### src/rtl/moa_pkg.sv
// Shared constants and types for the 6-way total splitter.
// Widths are derived so that SW = W + clog2(N_OPS) holds by construction.
package moa_pkg;

  localparam int unsigned N_OPS = 6;
  localparam int unsigned W     = 8;
  localparam int unsigned IDX_W = $clog2(N_OPS);
  localparam int unsigned SW    = W + IDX_W;

  // Largest total that still splits into operands of W bits each.
  localparam logic [SW-1:0] MAX_TOTAL = SW'(N_OPS * ((2 ** W) - 1));

  typedef logic [IDX_W-1:0] idx_t;

  localparam idx_t LAST_IDX = idx_t'(N_OPS - 1);

  typedef enum logic [1:0] {
    IDLE,
    DIV,
    EMIT
  } state_t;

endpackage

### src/rtl/seq_const_div.sv
// Sequential restoring divider by a constant N: one quotient bit per cycle, MSB first.
// Loads on start, pulses done after SW steps; q keeps only the low QW quotient bits.
module seq_const_div #(
  parameter int unsigned N  = 6,
  parameter int unsigned SW = 11,
  parameter int unsigned QW = 8
) (
  input  logic                   clk,
  input  logic                   rst_n,
  input  logic                   start,
  input  logic [SW-1:0]          dividend,
  output logic                   done,
  output logic [QW-1:0]          q,
  output logic [$clog2(N)-1:0]   r
);

  localparam int unsigned RW = $clog2(N);
  localparam int unsigned CW = $clog2(SW + 1);
  localparam logic [RW:0] DIVISOR = (RW + 1)'(N);

  logic [SW-1:0] dvd;
  logic [CW-1:0] cnt;
  logic          busy;
  logic [RW:0]   trial;
  logic          fits;

  // Partial remainder with the next dividend bit shifted in; always below 2*N.
  always_comb begin
    trial = {r, dvd[SW-1]};
    fits  = (trial >= DIVISOR);
  end

  // NOTE: state registers use non-blocking assignments so every register in
  // this block updates from its pre-edge value, independent of statement order.
  always_ff @(posedge clk or negedge rst_n) begin
    if (!rst_n) begin
      dvd  <= '0;
      cnt  <= '0;
      busy <= 1'b0;
      done <= 1'b0;
      q    <= '0;
      r    <= '0;
    end else begin
      done <= 1'b0;
      if (start) begin
        dvd  <= dividend;
        cnt  <= CW'(SW);
        busy <= 1'b1;
        q    <= '0;
        r    <= '0;
      end else if (busy) begin
        dvd <= {dvd[SW-2:0], 1'b0};
        // Upper quotient bits fall off the top; callers guarantee they are zero.
        q   <= {q[QW-2:0], fits};
        r   <= fits ? RW'(trial - DIVISOR) : trial[RW-1:0];
        cnt <= cnt - CW'(1);
        if (cnt == CW'(1)) begin
          busy <= 1'b0;
          done <= 1'b1;
        end
      end
    end
  end

endmodule

### src/rtl/moa_split_6x8.sv
// Splits an SW-bit total into N_OPS balanced W-bit operands, larger ones first,
// streamed out with a valid/ready handshake after a sequential divide by N_OPS.
module moa_split_6x8
  import moa_pkg::*;
(
  input  logic             clk,
  input  logic             rst_n,
  input  logic             in_valid,
  output logic             in_ready,
  input  logic [SW-1:0]    in_total,
  output logic             out_valid,
  input  logic             out_ready,
  output logic [W-1:0]     out_data,
  output logic [IDX_W-1:0] out_idx,
  output logic             out_last,
  output logic             err
);

  state_t       state;
  state_t       state_nxt;
  idx_t         idx;
  logic [W-1:0] quo;
  idx_t         rem;
  logic         accept;
  logic         over_max;
  logic         div_start;
  logic         div_done;
  logic         handshake;

  assign accept    = in_valid && in_ready;
  assign over_max  = (in_total > MAX_TOTAL);
  assign div_start = accept && !over_max;
  assign handshake = out_valid && out_ready;

  // The divider's dividend register doubles as the input latch for the total.
  seq_const_div #(
    .N  (N_OPS),
    .SW (SW),
    .QW (W)
  ) u_div (
    .clk      (clk),
    .rst_n    (rst_n),
    .start    (div_start),
    .dividend (in_total),
    .done     (div_done),
    .q        (quo),
    .r        (rem)
  );

  always_ff @(posedge clk or negedge rst_n) begin
    if (!rst_n) begin
      state <= IDLE;
    end else begin
      state <= state_nxt;
    end
  end

  // NOTE: every signal written here gets a default before the case statement,
  // so no path leaves it unassigned and no latch is inferred.
  always_comb begin
    state_nxt = state;
    in_ready  = 1'b0;
    out_valid = 1'b0;
    unique case (state)
      IDLE: begin
        in_ready = 1'b1;
        if (in_valid && !over_max) begin
          state_nxt = DIV;
        end
      end
      DIV: begin
        if (div_done) begin
          state_nxt = EMIT;
        end
      end
      EMIT: begin
        out_valid = 1'b1;
        if (out_ready && (idx == LAST_IDX)) begin
          state_nxt = IDLE;
        end
      end
      default: state_nxt = IDLE;
    endcase
  end

  always_ff @(posedge clk or negedge rst_n) begin
    if (!rst_n) begin
      idx <= '0;
    end else if (state == DIV) begin
      idx <= '0;
    end else if (handshake) begin
      idx <= (idx == LAST_IDX) ? '0 : idx + idx_t'(1);
    end
  end

  // Out-of-range totals are consumed but only reported, never split.
  always_ff @(posedge clk or negedge rst_n) begin
    if (!rst_n) begin
      err <= 1'b0;
    end else begin
      err <= accept && over_max;
    end
  end

  // The first rem operands carry the extra unit; with rem == 0 quo+1 is never picked.
  always_comb begin
    out_data = '0;
    if (out_valid) begin
      out_data = (idx < rem) ? quo + W'(1) : quo;
    end
  end

  assign out_idx  = idx;
  assign out_last = out_valid && (idx == LAST_IDX);

endmodule

### config.mk
export PLATFORM = sky130hd
export DESIGN_NAME = moa_split_6x8
export DESIGN_NICKNAME = d
export VERILOG_FILES = /design/src/rtl/moa_pkg.sv /design/src/rtl/seq_const_div.sv /design/src/rtl/moa_split_6x8.sv
export SDC_FILE = /design/constraint.sdc
export NUM_CORES = 1
export LEC_CHECK = 0
export ABC_AREA = 1
export ABC_CLOCK_PERIOD_IN_PS = 1480
export CORE_MARGIN = 10
export CORE_UTILIZATION = 50
export CTS_BUF_LIST = sky130_fd_sc_hd__clkbuf_8
export DETAILED_ROUTE_END_ITERATION = 10
export GPL_ROUTABILITY_DRIVEN = 1
export GPL_TIMING_DRIVEN = 0
export PLACE_DENSITY = 0.86
export SKIP_CTS_REPAIR_TIMING = 1
export SLEW_MARGIN = 20
export SYNTH_ARGS = -nofsm -noshare
export SYNTH_HDL_FRONTEND = slang
export SYNTH_HIERARCHICAL = 1
export SYNTH_SLANG_ARGS = --single-unit
### constraint.sdc
create_clock -name clk -period 1.48 [get_ports clk]
set_input_delay 0.296 -clock clk [delete_from_list [all_inputs] [get_ports clk]]
set_output_delay 0.296 -clock clk [all_outputs]
set_load 0.01 [all_outputs]
==> results of run 1 <==
==> through the flow <==
stage	total power (uW)	setup TNS, ns	utilization
6_report	4310	-3.97	0.740
5_1_grt	4620	-4.62	0.740
4_1_cts	3910	-13.43	0.681
3_5_place_dp	3180	-17.88	0.654
3_3_place_gp	3070	-36.65	0.647
2_1_floorplan	2730	-0.252	-
==> per-layer routing <==
layer  part of all wire  up-vias  global-route usage
met5                  0        -                   0
met4              0.019        0              0.0634
met3              0.048        7              0.0434
met2               0.49       42               0.233
met1               0.44      819               0.139
li1                   -      851                   -
==> where the power goes <==
group | internal (uW) | switching (uW)
sequential | 1280 | 362
clock | 374 | 342
combinational | 850 | 1100
==> worst paths after layout <==
check | slack (ns) | endpoint | startpoint | cells after the start
worst min-delay path | 0.30 | u_div/dvd[0]$_DFFE_PN0P_ | in_total[0] | 2
max in group asynchronous | 0.67 | out_idx[2]$_DFFE_PN0P_ | rst_n | 3
worst max-delay path | -0.53 | out_data[5] | u_div/r[2]$_DFFE_PN0P_ | 9
worst min register to register | 0.50 | state[0]$_DFFE_PN0P_ | u_div/done$_DFF_PN0_ | 3
worst max register to register | 0.06 | u_div/dvd[7]$_DFFE_PN0P_ | state[1]$_DFFE_PN0P_ | 7
min in group asynchronous | 0.40 | u_div/dvd[2]$_DFFE_PN0P_ | rst_n | 2
==> flip-flops by register name, summed over array words and instances, names as in the netlist <==
name,cells
u_div/done,1
state,2
out_idx,3
u_div/busy,1
u_div/cnt,4
u_div/dvd,11
u_div/r,3
u_div/q,8
err,1
==> cells in the final DEF (no fill, tap or decap), drive strengths merged, types with 10 or more instances in the layout <==
master,Yosys,routed
a21oi,10,10
o22ai,16,16
nand2,54,55
clkbuf,0,10
dlymetal6s2s,0,13
o21ai,15,15
inv,35,34
nor2,33,33
nand3,16,16
dfrtp,34,34
buf,4,22
==> logic make-up after synthesis <==
logic type	count (synthesis)	synth area share
fa+ha+maj	5	0.0342
xor+xnor	3	0.0144
buf+inv	39	0.0924
simple gates	106	0.253
flops	34	0.465
compound gates	44	0.140
==> cell type report <==
cell class	instances	area (um^2)	area share
multi-input cells	159	938	0.368
flip-flops and latches	34	856	0.336
repair buffers	41	405	0.159
inverters	35	154	0.0604
clock buffers	6	82.6	0.0324
well taps	46	57.6	0.0226
plain buffers	4	41.3	0.0162
clock inverters	2	12.5	0.00491
==> metrics.txt, run 1 <==
# TYPE chip_impl_metric gauge
chip_impl_metric{name="initial_utilization",unit=""} 0.531
chip_impl_metric{name="io_pins",unit=""} 30
chip_impl_metric{name="finalSetupViolCount",unit=""} 8
chip_impl_info{name="rsz0062_at_grt",value="yes"} 1
chip_impl_info{name="cts_root_buffer",value="sky130_fd_sc_hd__clkbuf_8"} 1
chip_impl_metric{name="clock_sink_count",unit=""} 34
chip_impl_metric{name="dieWidth",unit="um"} 80.5
chip_impl_metric{name="insertedDiodeCount",unit=""} 0
chip_impl_metric{name="worst_skew",unit="ns"} 0.00602
chip_impl_metric{name="crit_path_max_fanout",unit=""} 7
chip_impl_info{name="critPathKind",value="register to output port"} 1
chip_impl_metric{name="power.leakage",unit="uW"} 0.00131
chip_impl_metric{name="synthesis.area_per_instance",unit="um^2"} 7.91
chip_impl_metric{name="syn-num-nets",unit=""} 251
chip_impl_metric{name="fin_cells",unit=""} 327
chip_impl_metric{name="firstDrtPassIters",unit=""} 4
chip_impl_metric{name="tightestPinTransition",unit="ns"} 0.454
chip_impl_metric{name="placement_rows",unit=""} 21
chip_impl_info{name="tritoncts_clock_tree",value="built"} 1
chip_impl_info{name="violations",value="negative setup slack"} 1
chip_impl_metric{name="critical_path.max_stage_delay",unit="ns"} 0.39
chip_impl_metric{name="ys_async_sr_fraction",unit=""} 1.00
chip_impl_metric{name="slew_headroom",unit=""} 0.697
chip_impl_metric{name="fmax",unit="MHz"} 497
chip_impl_info{name="critical-path-top-delay-family",value="buffers and inverters"} 1
chip_impl_metric{name="ys_ff_latch",unit=""} 34
chip_impl_metric{name="synth_edf_count",unit=""} 0
chip_impl_info{name="critical_path.slowest_cell",value="sky130_fd_sc_hd__dfrtp_1"} 1
chip_impl_metric{name="post_drt_wl_per_cell",unit="um"} 13.6
chip_impl_metric{name="remaining_drc_errors",unit=""} 0
chip_impl_metric{name="post_synth_instance_area",unit="mm^2"} 0.00183
chip_impl_metric{name="cell_area_placed",unit="mm^2"} 0.00225
chip_impl_metric{name="final_nets",unit=""} 300
chip_impl_metric{name="ys_seq_area_frac",unit=""} 0.465
chip_impl_metric{name="cts_htree_levels",unit=""} 2
chip_impl_metric{name="dp_hpwl",unit="mm"} 3.08
chip_impl_metric{name="synthesized_instance_count",unit=""} 231
chip_impl_info{name="synth_common_cells",value="sky130_fd_sc_hd__nand2_1 (49), sky130_fd_sc_hd__dfrtp_1 (34), sky130_fd_sc_hd__nor2_1 (31), sky130_fd_sc_hd__inv_1 (30), sky130_fd_sc_hd__o22ai_1 (16)"} 1
chip_impl_metric{name="final_period_minus_worst_setup_slack",unit="ns"} 2.01
chip_impl_metric{name="groute.usage.overall",unit=""} 0.133
chip_impl_metric{name="critPathBufInv",unit=""} 4
chip_impl_metric{name="drive_above_1_share",unit=""} 0.281
chip_impl_metric{name="maxCapViolCount",unit=""} 0
chip_impl_metric{name="synth_cell_type_count",unit=""} 29
chip_impl_metric{name="grt_pass1_wl",unit="mm"} 6.96
chip_impl_info{name="crit_path_end_kind",value="output port"} 1
chip_impl_metric{name="drt_iter0_drc",unit=""} 82
chip_impl_metric{name="fillers",unit=""} 262
chip_impl_metric{name="routabilityCongestion",unit=""} 0.772
chip_impl_metric{name="final_area",unit="mm^2"} 0.00255
chip_impl_metric{name="final_antenna_net_count",unit=""} 0
chip_impl_metric{name="dpl.cell_count",unit=""} 307
chip_impl_info{name="timing.critical_path.from_type",value="register"} 1
chip_impl_metric{name="die_h",unit="um"} 80.5
chip_impl_metric{name="vdd.ir_drop.worst",unit="uV"} 1280
chip_impl_metric{name="pwr_density_cell",unit="mW/mm^2"} 1690
chip_impl_metric{name="detailroute.via_count",unit=""} 1719
chip_impl_metric{name="final_period_util",unit=""} 1.36
chip_impl_info{name="synth_top_cells_by_area",value="sky130_fd_sc_hd__dfrtp_1 (47%), sky130_fd_sc_hd__nand2_1 (10%), sky130_fd_sc_hd__nor2_1 (6.4%)"} 1
chip_impl_metric{name="grt_start_max_net_pins",unit=""} 26
chip_impl_metric{name="final.hold.worst_slack",unit="ns"} 0.304
chip_impl_metric{name="area_delta_synth_final",unit="%"} 39.4
chip_impl_metric{name="antenna_found_initial",unit=""} 0
chip_impl_metric{name="detail_route.wirelength",unit="mm"} 4.45
chip_impl_info{name="synth_most_common_cell",value="sky130_fd_sc_hd__nand2_1"} 1
chip_impl_metric{name="finalHoldViolCount",unit=""} 0
chip_impl_metric{name="warnings_from_yosys",unit=""} 6
chip_impl_info{name="synthDominantAreaCellType",value="sky130_fd_sc_hd__dfrtp_1"} 1
chip_impl_metric{name="cts_max_path_buffers",unit=""} 2
chip_impl_metric{name="core_area",unit="mm^2"} 0.00344
chip_impl_info{name="worstPathCellList",value="inv_2, ha_4, a21oi_4, nand2_4, buf_8, clkinv_8, nand2_1, a21oi_2, buf_2"} 1
chip_impl_info{name="hold_class",value="input port to register"} 1
chip_impl_metric{name="die-area",unit="mm^2"} 0.00647
chip_impl_metric{name="grt_overflow_total",unit=""} 0
chip_impl_metric{name="final-max-slew-violation-count",unit=""} 0
chip_impl_metric{name="yosysTopAreaCellShare",unit=""} 0.465
chip_impl_metric{name="number_of_global_route_vias_before_repair",unit=""} 1666
chip_impl_metric{name="post_drt_via_cell_ratio",unit=""} 5.26
chip_impl_metric{name="clk_transition_reported_paths",unit="ns"} 0.07
chip_impl_metric{name="detailedPlace.worstSlack",unit="ns"} -0.608
chip_impl_metric{name="cts-buffers-inserted",unit=""} 5
chip_impl_metric{name="crit_required",unit="ns"} 1.18
chip_impl_info{name="status",value="complete, but fails checks"} 1
chip_impl_metric{name="cp_data_arrival_time",unit="ns"} 1.71
chip_impl_info{name="synth_flop_cell",value="sky130_fd_sc_hd__dfrtp_1"} 1
chip_impl_metric{name="worstSkewPairLatency",unit="ns"} 0.29
chip_impl_metric{name="post-route-worst-setup-slack",unit="ns"} -0.531
chip_impl_metric{name="port-buffer-count",unit=""} 29
Power figures use the tool's default switching activity.
==> run 2, diff against run 1 <==
==> constraint.sdc (replaced) <==
create_clock -name clk -period 1.48 [get_ports clk]
set_input_delay 0.222 -clock clk [delete_from_list [all_inputs] [get_ports clk]]
set_output_delay 0.222 -clock clk [all_outputs]
set_load 0.01 [all_outputs]
==> run 2 against run 1 <==
- the run still ends with negative setup slack left
- worst hold slack worse by 0.057 ns
- register-to-register slack about the same
- non-clock buffer count up 1
- clock-buffer cell count down 1
- combinational power about the same
- flip-flop and latch count unchanged
- global-route usage down 0.33 points
- critical path type unchanged
==> metrics.txt, run 2 (synthesized netlist as in run 1, its figures left out) <==
# TYPE chip_impl_metric gauge
chip_impl_metric{name="pwr_density_cell",unit="mW/mm^2"} 1710
chip_impl_metric{name="cts_max_path_buffers",unit=""} 2
chip_impl_metric{name="net-switching-power",unit="uW"} 1780
chip_impl_metric{name="length_in_cells_of_the_worst_reg_to_reg_path",unit=""} 7
chip_impl_info{name="commonest_cells_after_routing_fill_and_taps_aside",value="sky130_fd_sc_hd__nand2_1 (45), sky130_fd_sc_hd__dfrtp_1 (30), sky130_fd_sc_hd__nor2_1 (29)"} 1
chip_impl_metric{name="clk_transition_reported_paths",unit="ns"} 0.07
chip_impl_metric{name="finalSetupViolCount",unit=""} 8
chip_impl_metric{name="port-buffer-count",unit=""} 29
chip_impl_metric{name="remaining_drc_errors",unit=""} 0
chip_impl_info{name="status",value="complete, but fails checks"} 1
chip_impl_metric{name="final_antenna_net_count",unit=""} 0
chip_impl_metric{name="vdd.ir_drop.worst",unit="uV"} 1130
chip_impl_info{name="hold_class",value="input port to register"} 1
chip_impl_info{name="hold-path-endpoint",value="u_div/dvd[5]$_DFFE_PN0P_"} 1
chip_impl_metric{name="power_frac_seq",unit=""} 0.369
chip_impl_metric{name="cell_area_placed",unit="mm^2"} 0.00224
chip_impl_metric{name="dp_hpwl",unit="mm"} 3.04
chip_impl_metric{name="clock_sink_count",unit=""} 34
chip_impl_metric{name="drt_iter0_drc",unit=""} 76
chip_impl_metric{name="initial_utilization",unit=""} 0.531
chip_impl_metric{name="hold_path_depth",unit=""} 3
chip_impl_metric{name="die_h",unit="um"} 80.5
chip_impl_metric{name="worst-r2r-setup-slack",unit="ns"} 0.07
chip_impl_metric{name="core_area",unit="mm^2"} 0.00344
chip_impl_metric{name="crit_required",unit="ns"} 1.26
chip_impl_metric{name="io_pins",unit=""} 30
chip_impl_metric{name="power.clock.fraction",unit=""} 0.182
chip_impl_metric{name="grt_overflow_total",unit=""} 0
chip_impl_info{name="worstPathCellList",value="ha_4, a21oi_4, nand2_4, inv_6, nand2_1, a21oi_2, buf_2"} 1
chip_impl_metric{name="antenna_found_initial",unit=""} 0
chip_impl_metric{name="drive_above_1_share",unit=""} 0.262
chip_impl_info{name="reg2reg_to",value="u_div/dvd[9]$_DFFE_PN0P_"} 1
chip_impl_metric{name="cts-buffers-inserted",unit=""} 5
chip_impl_info{name="critPathKind",value="register to output port"} 1
chip_impl_metric{name="detailroute.via_count",unit=""} 1729
chip_impl_metric{name="crit_path_max_fanout",unit=""} 7
chip_impl_metric{name="placement_rows",unit=""} 21
chip_impl_metric{name="dpl.cell_count",unit=""} 307
chip_impl_info{name="tritoncts_clock_tree",value="built"} 1
chip_impl_metric{name="finalHoldViolCount",unit=""} 0
chip_impl_metric{name="insertedDiodeCount",unit=""} 0
chip_impl_metric{name="number_of_global_route_vias_before_repair",unit=""} 1588
chip_impl_metric{name="post-route-worst-setup-slack",unit="ns"} -0.397
chip_impl_metric{name="groute.usage.overall",unit=""} 0.129
chip_impl_metric{name="final_period_minus_worst_setup_slack",unit="ns"} 1.88
chip_impl_metric{name="routabilityCongestion",unit=""} 0.789
chip_impl_metric{name="maxCapViolCount",unit=""} 0
chip_impl_metric{name="final_period_util",unit=""} 1.27
chip_impl_metric{name="tightestPinTransition",unit="ns"} 0.425
chip_impl_metric{name="fillers",unit=""} 261
chip_impl_metric{name="detail_route.wirelength",unit="mm"} 4.48
chip_impl_info{name="layout_commonest_cell",value="sky130_fd_sc_hd__nand2_1"} 1
chip_impl_metric{name="grt_start_max_net_pins",unit=""} 19
chip_impl_metric{name="internal_dissipation",unit="uW"} 2630
chip_impl_info{name="layout_top_registers",value="u_div/dvd (11), u_div/q (8), u_div/cnt (4)"} 1
chip_impl_info{name="r2r-start",value="state[1]$_DFFE_PN0P_"} 1
chip_impl_metric{name="fmax",unit="MHz"} 533
chip_impl_info{name="crit_path_end_kind",value="output port"} 1
chip_impl_metric{name="power.share.combinational",unit=""} 0.449
chip_impl_info{name="timing.critical_path.from_type",value="register"} 1
chip_impl_metric{name="worst_skew",unit="ns"} 0.00774
chip_impl_info{name="rsz0062_at_grt",value="yes"} 1
chip_impl_metric{name="cts_htree_levels",unit=""} 2
chip_impl_metric{name="post_drt_wl_per_cell",unit="um"} 13.7
chip_impl_metric{name="slew_headroom",unit=""} 0.717
chip_impl_info{name="critical_path.slowest_cell",value="sky130_fd_sc_hd__dfrtp_2"} 1
chip_impl_metric{name="die-area",unit="mm^2"} 0.00647
chip_impl_metric{name="grt_pass1_wl",unit="mm"} 6.77
chip_impl_metric{name="power.leakage",unit="uW"} 0.00135
chip_impl_metric{name="cp_data_arrival_time",unit="ns"} 1.65
chip_impl_metric{name="final_nets",unit=""} 301
chip_impl_info{name="timing.hold.worst.start",value="in_total[5]"} 1
chip_impl_metric{name="fin_cells",unit=""} 328
chip_impl_metric{name="largest_register_ffs",unit=""} 11
chip_impl_info{name="violations",value="negative setup slack"} 1
chip_impl_metric{name="worstSkewPairLatency",unit="ns"} 0.28
chip_impl_metric{name="critical_path.max_stage_delay",unit="ns"} 0.43
chip_impl_metric{name="area_delta_synth_final",unit="%"} 41.3
chip_impl_info{name="cts_root_buffer",value="sky130_fd_sc_hd__clkbuf_8"} 1
chip_impl_metric{name="post_drt_via_cell_ratio",unit=""} 5.27
chip_impl_metric{name="final_area",unit="mm^2"} 0.00258
chip_impl_metric{name="power.share.switching",unit=""} 0.403
chip_impl_metric{name="firstDrtPassIters",unit=""} 4
chip_impl_info{name="top_reg_by_flops",value="u_div/dvd"} 1
chip_impl_metric{name="final-max-slew-violation-count",unit=""} 0
chip_impl_metric{name="dieWidth",unit="um"} 80.5
-- run 2: cell types whose count changed in the layout (fill, tap and decap cells not counted), sizes merged --
cell / delta
clkbuf: -4
buf: +3
inv: +3
clkinv: -2
bufinv: +1
clkinvlp: -1
dlymetal6s2s: +1
-- run 2: critical path: cells and delay by family, from the launching register on --
kind            cells  cell delay [ns]
compound gates      2             0.27
fa+ha+maj           1             0.27
buf+inv             2             0.23
flops               1             0.43
simple gates        2             0.16
-- run 2: metrics by stage --
stage / TNS, ns / util / total power, uW / hold slack, ns / worst slack (ns)
finish: -2.98 / 0.750 / 4410 / 0.247 / -0.397
global route: -3.67 / 0.750 / 4730 / 0.254 / -0.480
CTS: -11.28 / 0.681 / 3970 / -0.131 / -0.892
detailed placement: -15.77 / 0.650 / 3140 / 0.185 / -0.571
global placement: -31.42 / 0.644 / 3060 / 0.468 / -0.597
floorplan: 0 / - / 2720 / -0.0736 / 0.00377
-- run 2: area by class of cell --
type                    count  area, um^2  share of cell area
well taps                  46        57.6              0.0223
multi-input cells         159         941               0.364
clock buffers               5        68.8              0.0266
repair buffers             42         433               0.168
flip-flops and latches     34         856               0.331
inverters                  35         146              0.0567
clock inverters             3        37.5              0.0145
plain buffers               4        42.5              0.0165
-- run 2: worst max path at each step --
stage                      startpoint                     end  slack (ns)  cells after the start
6_report       out_idx[2]$_DFFE_PN0P_             out_data[5]       -0.40                      7
5_1_grt        out_idx[2]$_DFFE_PN0P_             out_data[3]       -0.48                      7
4_1_cts        u_div/r[2]$_DFFE_PN0P_             out_data[4]       -0.89                      8
3_5_place_dp   u_div/r[2]$_DFFE_PN0P_             out_data[4]       -0.57                      8
3_3_place_gp                    rst_n  out_idx[2]$_DFFE_PN0P_       -0.60                      1
2_1_floorplan  out_idx[2]$_DFFE_PN0P_             out_data[4]       0.004                      6
-- run 2: routing by layer --
| metal | vias to the layer above | GRT usage | wire (um) |
|---|---|---|---|
| li1 | 857 | - | - |
| met1 | 818 | 0.143 | 1980 |
| met4 | 0 | 0.0739 | 84 |
| met3 | 6 | 0.0312 | 204 |
| met5 | - | 0 | 0 |
| met2 | 48 | 0.221 | 2220 |
-- run 2: power groups by stage --
| stage | clock (uW) | combinational, uW | sequential (uW) |
|---|---|---|---|
| after floorplan | 0 | 1180 | 1540 |
| after global placement | 0 | 1460 | 1600 |
| after detailed placement | 0 | 1520 | 1620 |
| after CTS | 828 | 1530 | 1610 |
| after global routing | 868 | 2190 | 1670 |
| final | 803 | 1980 | 1630 |
